**src/rtl/if_prefetch_buffer_if.sv**
```systemverilog
// rtl/if_prefetch_buffer_if.sv - fetch control, instruction-memory and decode-side signals of the prefetch buffer
interface if_prefetch_buffer_if;
  logic [29:0] boot_addr_i;
  logic        fetch_en_i;
  logic        imem_req_o;
  logic [31:0] imem_addr_o;
  logic        imem_gnt_i;
  logic        imem_rvalid_i;
  logic [31:0] imem_rdata_i;
  logic        branch_i;
  logic [31:0] branch_addr_i;
  logic        instr_valid_o;
  logic [31:0] instr_o;
  logic [31:0] pc_o;
  logic        instr_ready_i;
  logic        busy_o;

  // master: the prefetch buffer itself
  modport master (
    input  boot_addr_i, fetch_en_i, imem_gnt_i, imem_rvalid_i, imem_rdata_i,
           branch_i, branch_addr_i, instr_ready_i,
    output imem_req_o, imem_addr_o, instr_valid_o, instr_o, pc_o, busy_o
  );

  // slave: instruction memory, branch unit and decode stage around it
  modport slave (
    output boot_addr_i, fetch_en_i, imem_gnt_i, imem_rvalid_i, imem_rdata_i,
           branch_i, branch_addr_i, instr_ready_i,
    input  imem_req_o, imem_addr_o, instr_valid_o, instr_o, pc_o, busy_o
  );
endinterface

```
**src/rtl/if_prefetch_buffer.sv**
```systemverilog
// rtl/if_prefetch_buffer.sv - instruction prefetch FIFO with in-order fetch tracking and branch discard
// Define IF_PREFETCH_BYPASS_EN to forward a response into an empty FIFO straight to decode.
module if_prefetch_buffer #(
  parameter int unsigned DEPTH = 4
) (
  input logic                  clk_i,
  input logic                  rst_n_i,
  if_prefetch_buffer_if.master bus
);

  localparam int unsigned PW = $clog2(DEPTH);
  localparam int unsigned CW = PW + 1;
  localparam logic [CW:0] DEPTH_S = (CW+1)'(DEPTH);

  typedef enum logic {
    IDLE,
    RUN
  } state_e;

  state_e         state;
  logic [31:0]    fetch_addr;
  logic           addr_loaded;
  logic [31:0]    resp_pc;
  logic           pc_loaded;
  logic [CW-1:0]  count;
  logic [CW-1:0]  outstanding;
  logic [CW-1:0]  discard;
  logic [PW-1:0]  rd_ptr;
  logic [PW-1:0]  wr_ptr;
  logic [31:0]    mem_instr [DEPTH];
  logic [31:0]    mem_pc    [DEPTH];

  logic [31:0]    boot_byte;
  logic [31:0]    cur_addr;
  logic [31:0]    cur_pc;
  logic [31:0]    branch_tgt;
  logic [CW:0]    space_used;
  logic [CW-1:0]  out_next;
  logic           req;
  logic           gnt_fire;
  logic           rvalid_fire;
  logic           resp_keep;
  logic           head_valid;
  logic           out_valid;
  logic           bypass_take;
  logic           push;
  logic           pop;
  logic [31:0]    instr_d;
  logic [31:0]    pc_d;

  // Boot address is only followed until the first grant/branch, so reset stays constant.
  assign boot_byte  = {bus.boot_addr_i, 2'b00};
  assign cur_addr   = addr_loaded ? fetch_addr : boot_byte;
  assign cur_pc     = pc_loaded ? resp_pc : boot_byte;
  assign branch_tgt = bus.branch_addr_i & ~32'h3;

  // Pending discards still occupy FIFO space until their responses drain.
  assign space_used  = {1'b0, count} + {1'b0, outstanding};
  assign req         = (state == RUN) && bus.fetch_en_i && (space_used < DEPTH_S);
  assign gnt_fire    = req && bus.imem_gnt_i;
  assign rvalid_fire = bus.imem_rvalid_i && (outstanding != '0);
  assign resp_keep   = rvalid_fire && (discard == '0);
  assign out_next    = outstanding + CW'(gnt_fire) - CW'(rvalid_fire);
  assign head_valid  = (count != '0);

`ifdef IF_PREFETCH_BYPASS_EN
  logic byp_valid;
  assign byp_valid   = resp_keep && !head_valid;
  assign bypass_take = byp_valid && bus.instr_ready_i && !bus.branch_i;
  assign out_valid   = head_valid || byp_valid;
`else
  assign bypass_take = 1'b0;
  assign out_valid   = head_valid;
`endif

  assign push = resp_keep && !bus.branch_i && !bypass_take;
  assign pop  = head_valid && bus.instr_ready_i && !bus.branch_i;

  always_comb begin
    instr_d = '0;
    pc_d    = '0;
    if (head_valid) begin
      instr_d = mem_instr[rd_ptr];
      pc_d    = mem_pc[rd_ptr];
    end
`ifdef IF_PREFETCH_BYPASS_EN
    else if (byp_valid) begin
      instr_d = bus.imem_rdata_i;
      pc_d    = cur_pc;
    end
`endif
  end

  assign bus.imem_req_o    = req;
  assign bus.imem_addr_o   = cur_addr;
  assign bus.instr_valid_o = out_valid && !bus.branch_i;
  assign bus.instr_o       = instr_d;
  assign bus.pc_o          = pc_d;
  assign bus.busy_o        = head_valid || (outstanding != '0);

  always_ff @(posedge clk_i or negedge rst_n_i) begin
    if (!rst_n_i) begin
      state       <= IDLE;
      fetch_addr  <= '0;
      addr_loaded <= 1'b0;
      resp_pc     <= '0;
      pc_loaded   <= 1'b0;
      count       <= '0;
      outstanding <= '0;
      discard     <= '0;
      rd_ptr      <= '0;
      wr_ptr      <= '0;
    end else begin
      case (state)
        IDLE:    if (bus.fetch_en_i) state <= RUN;
        RUN:     if (!bus.fetch_en_i && (outstanding == '0)) state <= IDLE;
        default: state <= IDLE;
      endcase

      outstanding <= out_next;

      if (bus.branch_i) begin
        // Everything still in flight, including a grant taken this cycle, belongs to the old path.
        discard     <= out_next;
        count       <= '0;
        rd_ptr      <= '0;
        wr_ptr      <= '0;
        fetch_addr  <= branch_tgt;
        addr_loaded <= 1'b1;
        resp_pc     <= branch_tgt;
        pc_loaded   <= 1'b1;
      end else begin
        if (rvalid_fire && (discard != '0)) discard <= discard - 1'b1;
        count  <= count + CW'(push) - CW'(pop);
        wr_ptr <= wr_ptr + PW'(push);
        rd_ptr <= rd_ptr + PW'(pop);
        if (gnt_fire) begin
          fetch_addr  <= cur_addr + 32'd4;
          addr_loaded <= 1'b1;
        end
        if (resp_keep) begin
          resp_pc   <= cur_pc + 32'd4;
          pc_loaded <= 1'b1;
        end
      end
    end
  end

  always_ff @(posedge clk_i) begin
    if (push) begin
      mem_instr[wr_ptr] <= bus.imem_rdata_i;
      mem_pc[wr_ptr]    <= cur_pc;
    end
  end

endmodule
```
**src/flat_wrapper.sv**
```systemverilog
// flat-port wrapper written by rule: the top's interface ports become plain ports
module if_prefetch_buffer_flat 
#(
  parameter int unsigned DEPTH = 4
)
  (clk_i, rst_n_i, bus_boot_addr_i, bus_fetch_en_i, bus_imem_gnt_i, bus_imem_rvalid_i, bus_imem_rdata_i, bus_branch_i, bus_branch_addr_i, bus_instr_ready_i, bus_imem_req_o, bus_imem_addr_o, bus_instr_valid_o, bus_instr_o, bus_pc_o, bus_busy_o);
  if_prefetch_buffer_if bus_i ();
  input logic clk_i;
  input logic rst_n_i;
  input wire logic [$bits(bus_i.boot_addr_i)-1:0] bus_boot_addr_i;
  input wire logic [$bits(bus_i.fetch_en_i)-1:0] bus_fetch_en_i;
  input wire logic [$bits(bus_i.imem_gnt_i)-1:0] bus_imem_gnt_i;
  input wire logic [$bits(bus_i.imem_rvalid_i)-1:0] bus_imem_rvalid_i;
  input wire logic [$bits(bus_i.imem_rdata_i)-1:0] bus_imem_rdata_i;
  input wire logic [$bits(bus_i.branch_i)-1:0] bus_branch_i;
  input wire logic [$bits(bus_i.branch_addr_i)-1:0] bus_branch_addr_i;
  input wire logic [$bits(bus_i.instr_ready_i)-1:0] bus_instr_ready_i;
  output wire logic [$bits(bus_i.imem_req_o)-1:0] bus_imem_req_o;
  output wire logic [$bits(bus_i.imem_addr_o)-1:0] bus_imem_addr_o;
  output wire logic [$bits(bus_i.instr_valid_o)-1:0] bus_instr_valid_o;
  output wire logic [$bits(bus_i.instr_o)-1:0] bus_instr_o;
  output wire logic [$bits(bus_i.pc_o)-1:0] bus_pc_o;
  output wire logic [$bits(bus_i.busy_o)-1:0] bus_busy_o;
  assign bus_i.boot_addr_i = bus_boot_addr_i;
  assign bus_i.fetch_en_i = bus_fetch_en_i;
  assign bus_i.imem_gnt_i = bus_imem_gnt_i;
  assign bus_i.imem_rvalid_i = bus_imem_rvalid_i;
  assign bus_i.imem_rdata_i = bus_imem_rdata_i;
  assign bus_i.branch_i = bus_branch_i;
  assign bus_i.branch_addr_i = bus_branch_addr_i;
  assign bus_i.instr_ready_i = bus_instr_ready_i;
  assign bus_imem_req_o = bus_i.imem_req_o;
  assign bus_imem_addr_o = bus_i.imem_addr_o;
  assign bus_instr_valid_o = bus_i.instr_valid_o;
  assign bus_instr_o = bus_i.instr_o;
  assign bus_pc_o = bus_i.pc_o;
  assign bus_busy_o = bus_i.busy_o;
  if_prefetch_buffer #(.DEPTH(DEPTH)) u_core (.clk_i(clk_i), .rst_n_i(rst_n_i), .bus(bus_i));
endmodule
```
**config.mk**
```make
export PLATFORM = sky130hd
export DESIGN_NAME = if_prefetch_buffer_flat
export DESIGN_NICKNAME = d
export VERILOG_FILES = /design/src/rtl/if_prefetch_buffer_if.sv /design/src/rtl/if_prefetch_buffer.sv /design/src/flat_wrapper.sv
export SDC_FILE = /design/constraint.sdc
export NUM_CORES = 1
export LEC_CHECK = 0
export ABC_AREA = 1
export CORE_MARGIN = 2
export CORE_UTILIZATION = 55
export CTS_CLUSTER_DIAMETER = 100
export CTS_CLUSTER_SIZE = 40
export DETAILED_ROUTE_END_ITERATION = 10
export PLACE_DENSITY = 0.79
export SETUP_SLACK_MARGIN = 0.2
export SLEW_MARGIN = 20
export SYNTH_ARGS = -nofsm -noshare
export SYNTH_HDL_FRONTEND = slang
export SYNTH_SLANG_ARGS = --single-unit
```
**constraint.sdc**
```tcl
create_clock -name clk_i -period 7.7 [get_ports clk_i]
set_input_delay 0.77 -clock clk_i [delete_from_list [all_inputs] [get_ports clk_i]]
set_output_delay 0.77 -clock clk_i [all_outputs]
set_load 0.02 [all_outputs]
```
# [Word-level counts from Yosys, hierarchy flattened]
# Memory sizes are Yosys's and may differ from the RTL's.
# Index checks and enable logic that the tools add are counted.
[word_totals] elab_cells=68 mem_bits_rw=256 reg_bits=80 in_bits=101 out_inout_bits=99 memories=2
[memory_table] memory="u_core.mem_instr" words=4 width=32 rd=1 rd_ports_with_merged_regs=0 wr=1 line="if_prefetch_buffer.sv:30" text="logic [31:0] mem_instr [DEPTH];"
[memory_table] memory="u_core.mem_pc" words=4 width=32 rd=1 rd_ports_with_merged_regs=0 wr=1 line="if_prefetch_buffer.sv:31" text="logic [31:0] mem_pc [DEPTH];"
[classes] n_mux=22 reduce_logical=22 order_cmp=1 bitwise=1 add_sub_neg=10
[op_table] cell="$mux 32" n=8
[op_table] cell="$add 32x3->32 const B" n=2
[op_table] cell="$logic_and 1x1->1" n=11
[op_table] cell="$mux 3" n=3
[op_table] cell="$reduce_bool 3->1" n=3
[op_table] cell="$mux 1" n=8
[op_table] cell="$add 3x1->3" n=2
[op_table] cell="$logic_not 3->1" n=2
[op_table] cell="$reduce_bool 2->1" n=3
[op_table] cell="$sub 3x1->3" n=2
[op_table] cell="$add 2x1->2" n=2
[op_table] cell="$add 3x3->4" n=1
[op_table] cell="$lt 4x3->1 const B" n=1
[op_table] cell="$mux 2" n=2
[op_table] cell="$sub 3x1->3 const B" n=1
[op_table] cell="$logic_not 1->1" n=2
[op_table] cell="$pmux 1 s2" n=1
[op_table] cell="$logic_or 1x1->1" n=1
[op_table] cell="$not 1->1" n=1

# [Longest topological paths before layout]
[depth] depth_word=7 mapped_depth=15 depth_no_buf=13

# [Least setup slack after synthesis]
# OpenSTA, ideal clock, no wires.
[synth_timing] path_type="in2reg" startpoint="input port bus_imem_rvalid_i" endpoint="memory u_core.mem_instr[0][0], enable pin" required_ns=7.135 setup_time_ns=0.565 n_path_buf=1 setup_slack_ns=1.404 arrival_time_ns=5.731 stages=5 cell_sequence="inv_1 > nor2_1 > nand4_1 > clkbuf_1 > nor3_1"
[synth_between] elab_chain_cells=5
[synth_rtl] item="from (decl)" line="flat_wrapper.sv:13" text="input wire logic [$bits(bus_i.imem_rvalid_i)-1:0] bus_imem_rvalid_i;"
[synth_rtl] item="$logic_and 1x1->1" line="if_prefetch_buffer.sv:61" text="assign rvalid_fire = bus.imem_rvalid_i && (outstanding != '0);"
[synth_rtl] item="$logic_and 1x1->1" line="if_prefetch_buffer.sv:62" text="assign resp_keep = rvalid_fire && (discard == '0);"
[synth_rtl] item="$logic_and 1x1->1" line="if_prefetch_buffer.sv:76" text="assign push = resp_keep && !bus.branch_i && !bypass_take;"
[synth_rtl] item="$mux 1" line="if_prefetch_buffer.sv:150" text="if (push) begin"
[synth_rtl] item="$mux 1 (not written as such)" line="if_prefetch_buffer.sv:151" text="mem_instr[wr_ptr] <= bus.imem_rdata_i;"
[synth_rtl] item="to (decl)" line="if_prefetch_buffer.sv:30"
# No other way between the ends.

# [Final worst setup path]
[layout_timing] startpoint="register u_core.rd_ptr[0]" endpoint="output port bus_pc_o[9]"
[layout_between] elab_chain_cells=2
[layout_rtl] item="from (decl)" line="if_prefetch_buffer.sv:28" text="logic [PW-1:0] rd_ptr;"
[layout_rtl] item="from (signal assigned)" line="if_prefetch_buffer.sv:136" text="rd_ptr <= rd_ptr + PW'(pop);"
[layout_rtl] item="$mem_v2 4x32"
[layout_rtl] item="$mux 32" line="if_prefetch_buffer.sv:82" text="if (head_valid) begin"
[layout_rtl] item="to (decl)" line="flat_wrapper.sv:22" text="output wire logic [$bits(bus_i.pc_o)-1:0] bus_pc_o;"
# No other way between the ends.

==> impl_metrics.tcl <==
set metrics [dict create \
    outcome "completed" \
    hold_viol 0 \
    ios 200 \
    syn_to_final_growth_pct 16.3 \
    cp_data_required_time_ns 6.93 \
    total_power_mw 4.83 \
    rows 62 \
    ant_nets 0 \
    clock_latency_ns 0.51 \
    stdcell_count 2231 \
    cp.arrival_ns 3.79 \
    cts.sinks 336 \
    dp_hpwl_mm 26.0 \
    die_y_um 175 \
    gp_congestion 0.917 \
    maxSlewViolCount 0 \
    cp_max_fo 76 \
    core_sq_um 28900 \
    synth_flop_cell "edfxtp_1" \
    wl_per_cell_um 17.8 \
    cp_cell_sequence "inv_2 -> buf_4 -> o21ai_0 -> a21oi_1 -> clkdlybuf4s50_1" \
    rsz0062_at_grt "false" \
    use_met3_pct 3.03 \
    postCtsSetupBuffers 0 \
    cp_slowest_cell "buf_4" \
    fin_nets 1956 \
    worst_pin_slew_ns 1.00 \
    ctsHoldBuffers 0 \
    peakVddDrop_mv 0.146 \
    cts_resized 0 \
    track_usage_pct 25.8 \
    die-area_sq_um 30800 \
    setup-violations-final 0 \
    yosys_warnings 0 \
    grt_antenna_before_repair 0 \
    drive_gt1_share_pct 8.07 \
    synthArstFlopShare_pct 23.8 \
    ys_seq_area_share_pct 59.9 \
    synth_area_sq_um 16200 \
    ys_types 49 \
    fill_cells 2222 \
    p_leak_nw 7.12 \
    cts_tree "built" \
    start_util_pct 56.0 \
    path_class "flip-flop to primary output" \
    dpl_cell_area_sq_um 18400 \
    synth.avg_cell_area_sq_um 9.55 \
    worst_hold_slack_ns 0.184 \
    drtIter0Drc 1250 \
    crit_family "buffers and inverters" \
    powerDensity_nw_per_um2 257 \
    drt_first_pass_iters 5 \
    ys_seq_elements 336 \
    period_share_pct 59.2 \
    finalWorstSetupSlack_ns 3.14 \
    synth.area.top_cells "edfxtp_1 (48%), dfrtp_1 (12%), nand2_1 (7.8%)" \
    dp.cells 2210 \
    vias 12313 \
    cts_buffer_depth 3 \
    antenna_cells 0 \
    portBuffers 197 \
    cp_num_buf_inv 3 \
    cap_viol_max_count 0 \
    synth_top_area_share_pct 47.5 \
    drt-vias-per-instance 5.52 \
    final_cell_area_sq_um 18800 \
    timing.setup.tns_ns 0 \
    crit_path_max_incr_delay_ns 0.68 \
    drc 0 \
    grt_pass1_vias 12106 \
    final_common_cell "nand2_1" \
    routed_wl_mm 39.7 \
    synthCells 1693 \
    grt_use_met1_pct 35.6 \
    slew_headroom_pct 33.1 \
    grt_max_degree 95 \
    cts_buffers 13 \
    end_kind "primary output" \
    clock-skew-final_ns 0.0301 \
    die_w_um 175 \
    clk_pin_slew_worst_paths_ns 0.13 \
    grt_util_met2_pct 43.5 \
    start_kind "flip-flop" \
    fmax_mhz 219 \
    grt-ovfl-total 0 \
    synth_area_leader_cell "edfxtp_1" \
    post-route-min-period_ns 4.56 \
    syn_nets 1808 \
    htree_levels 1 \
    clock-root-buffer "clkbuf_16" \
    synth_edf_count 256 \
    grt_pass1_wl_mm 62.7 \
    grt-busiest-layer "met2" \
    hp-class "input port to asynchronous set/reset pin" \
    post-place-ws_ns 3.13 \
    final_cell_mix "nand2_1 (338), nor2_1 (320), edfxtp_1 (256)" \
    utilization_pct 65.1 \
]
==> path summary, 6_finish.rpt <==
check | cells after the start | from | to | slack [ns]
max | 5 | u_core.rd_ptr[0] | bus_pc_o[9] | 3.14
min | 1 | rst_n_i | u_core.resp_pc[7] | 0.18
max reg2reg | 5 | u_core.outstanding[1] | u_core.mem_pc[2][17] | 4.26
min reg2reg | 2 | u_core.resp_pc[7] | u_core.resp_pc[7] | 0.51
max in group asynchronous | 2 | rst_n_i | u_core.fetch_addr[24] | 6.47
min in group clk_i | 2 | u_core.resp_pc[7] | u_core.resp_pc[7] | 0.51
==> cells in the mapped netlist, types with 2 or more instances <==
cell,instances
buf_8,2
buf_2,6
o211ai_1,12
buf_6,7
fa_1,2
nand2_1,338
dfrtp_1,80
nand3_1,80
o21ai_4,4
xnor2_1,13
o21ai_2,8
inv_2,7
buf_12,2
nor2_2,18
o21ai_1,5
a21oi_1,79
nand2_2,47
xor2_1,9
or2_2,3
a31oi_1,6
clkinv_1,2
inv_1,95
edfxtp_1,256
nor2_1,321
ha_1,12
nor2_4,12
clkbuf_1,48
o21bai_1,16
o21ai_0,154
buf_1,12
nand4_1,11
nand2_4,2
nor3_1,8
==> metal layers <==
layer / routed length, um / share of wire (%)
met2: 18900 / 48
met3: 2770 / 7.0
met1: 17100 / 43
met4: 891 / 2.2
met5: 0 / 0
==> worst register-to-register path: stages, from the launching register on <==
cell     delay [ns]
dfrtp_1        0.46
nor3_1         0.12
nor2_1         0.25
nand4_1        0.69
nor3_2         0.74
buf_4          0.81
==> cell families after synthesis <==
| kind of cell | count (synthesis) | share of synthesized area (%) |
|---|---|---|
| simple gates | 850 | 22.7 |
| buf+inv | 183 | 5.03 |
| fa+ha+maj | 14 | 1.18 |
| compound gates | 288 | 9.97 |
| xor+xnor | 22 | 1.19 |
| flops | 336 | 59.9 |
==> power breakdown <==
| group | leakage, nW | switching (mW) | internal, mW |
|---|---|---|---|
| Combinational | 3.63 | 1.09 | 0.639 |
| Sequential | 3.29 | 0.0765 | 2.12 |
| Clock | 0.205 | 0.544 | 0.371 |
==> sequential cells by signal, indices dropped and copies added, names as in the netlist, 2 cells and up <==
register,cells
u_core.wr_ptr,2
u_core.mem_pc,128
u_core.resp_pc,32
u_core.outstanding,3
u_core.fetch_addr,32
u_core.rd_ptr,2
u_core.discard,3
u_core.count,3
u_core.mem_instr,128
==> area by class of cell <==
type                       count  area, sq um  share of cell area [%]
sequential                   336         9690                    51.6
multi-input combinational   1174         5700                    30.3
timing repair buffer         211         2090                    11.1
tap                          384          480                    2.56
inverter                     105          402                    2.14
clock buffer                  17          340                    1.81
clock inverter                 4         92.6                   0.493
(Power assumes the default switching activity.)
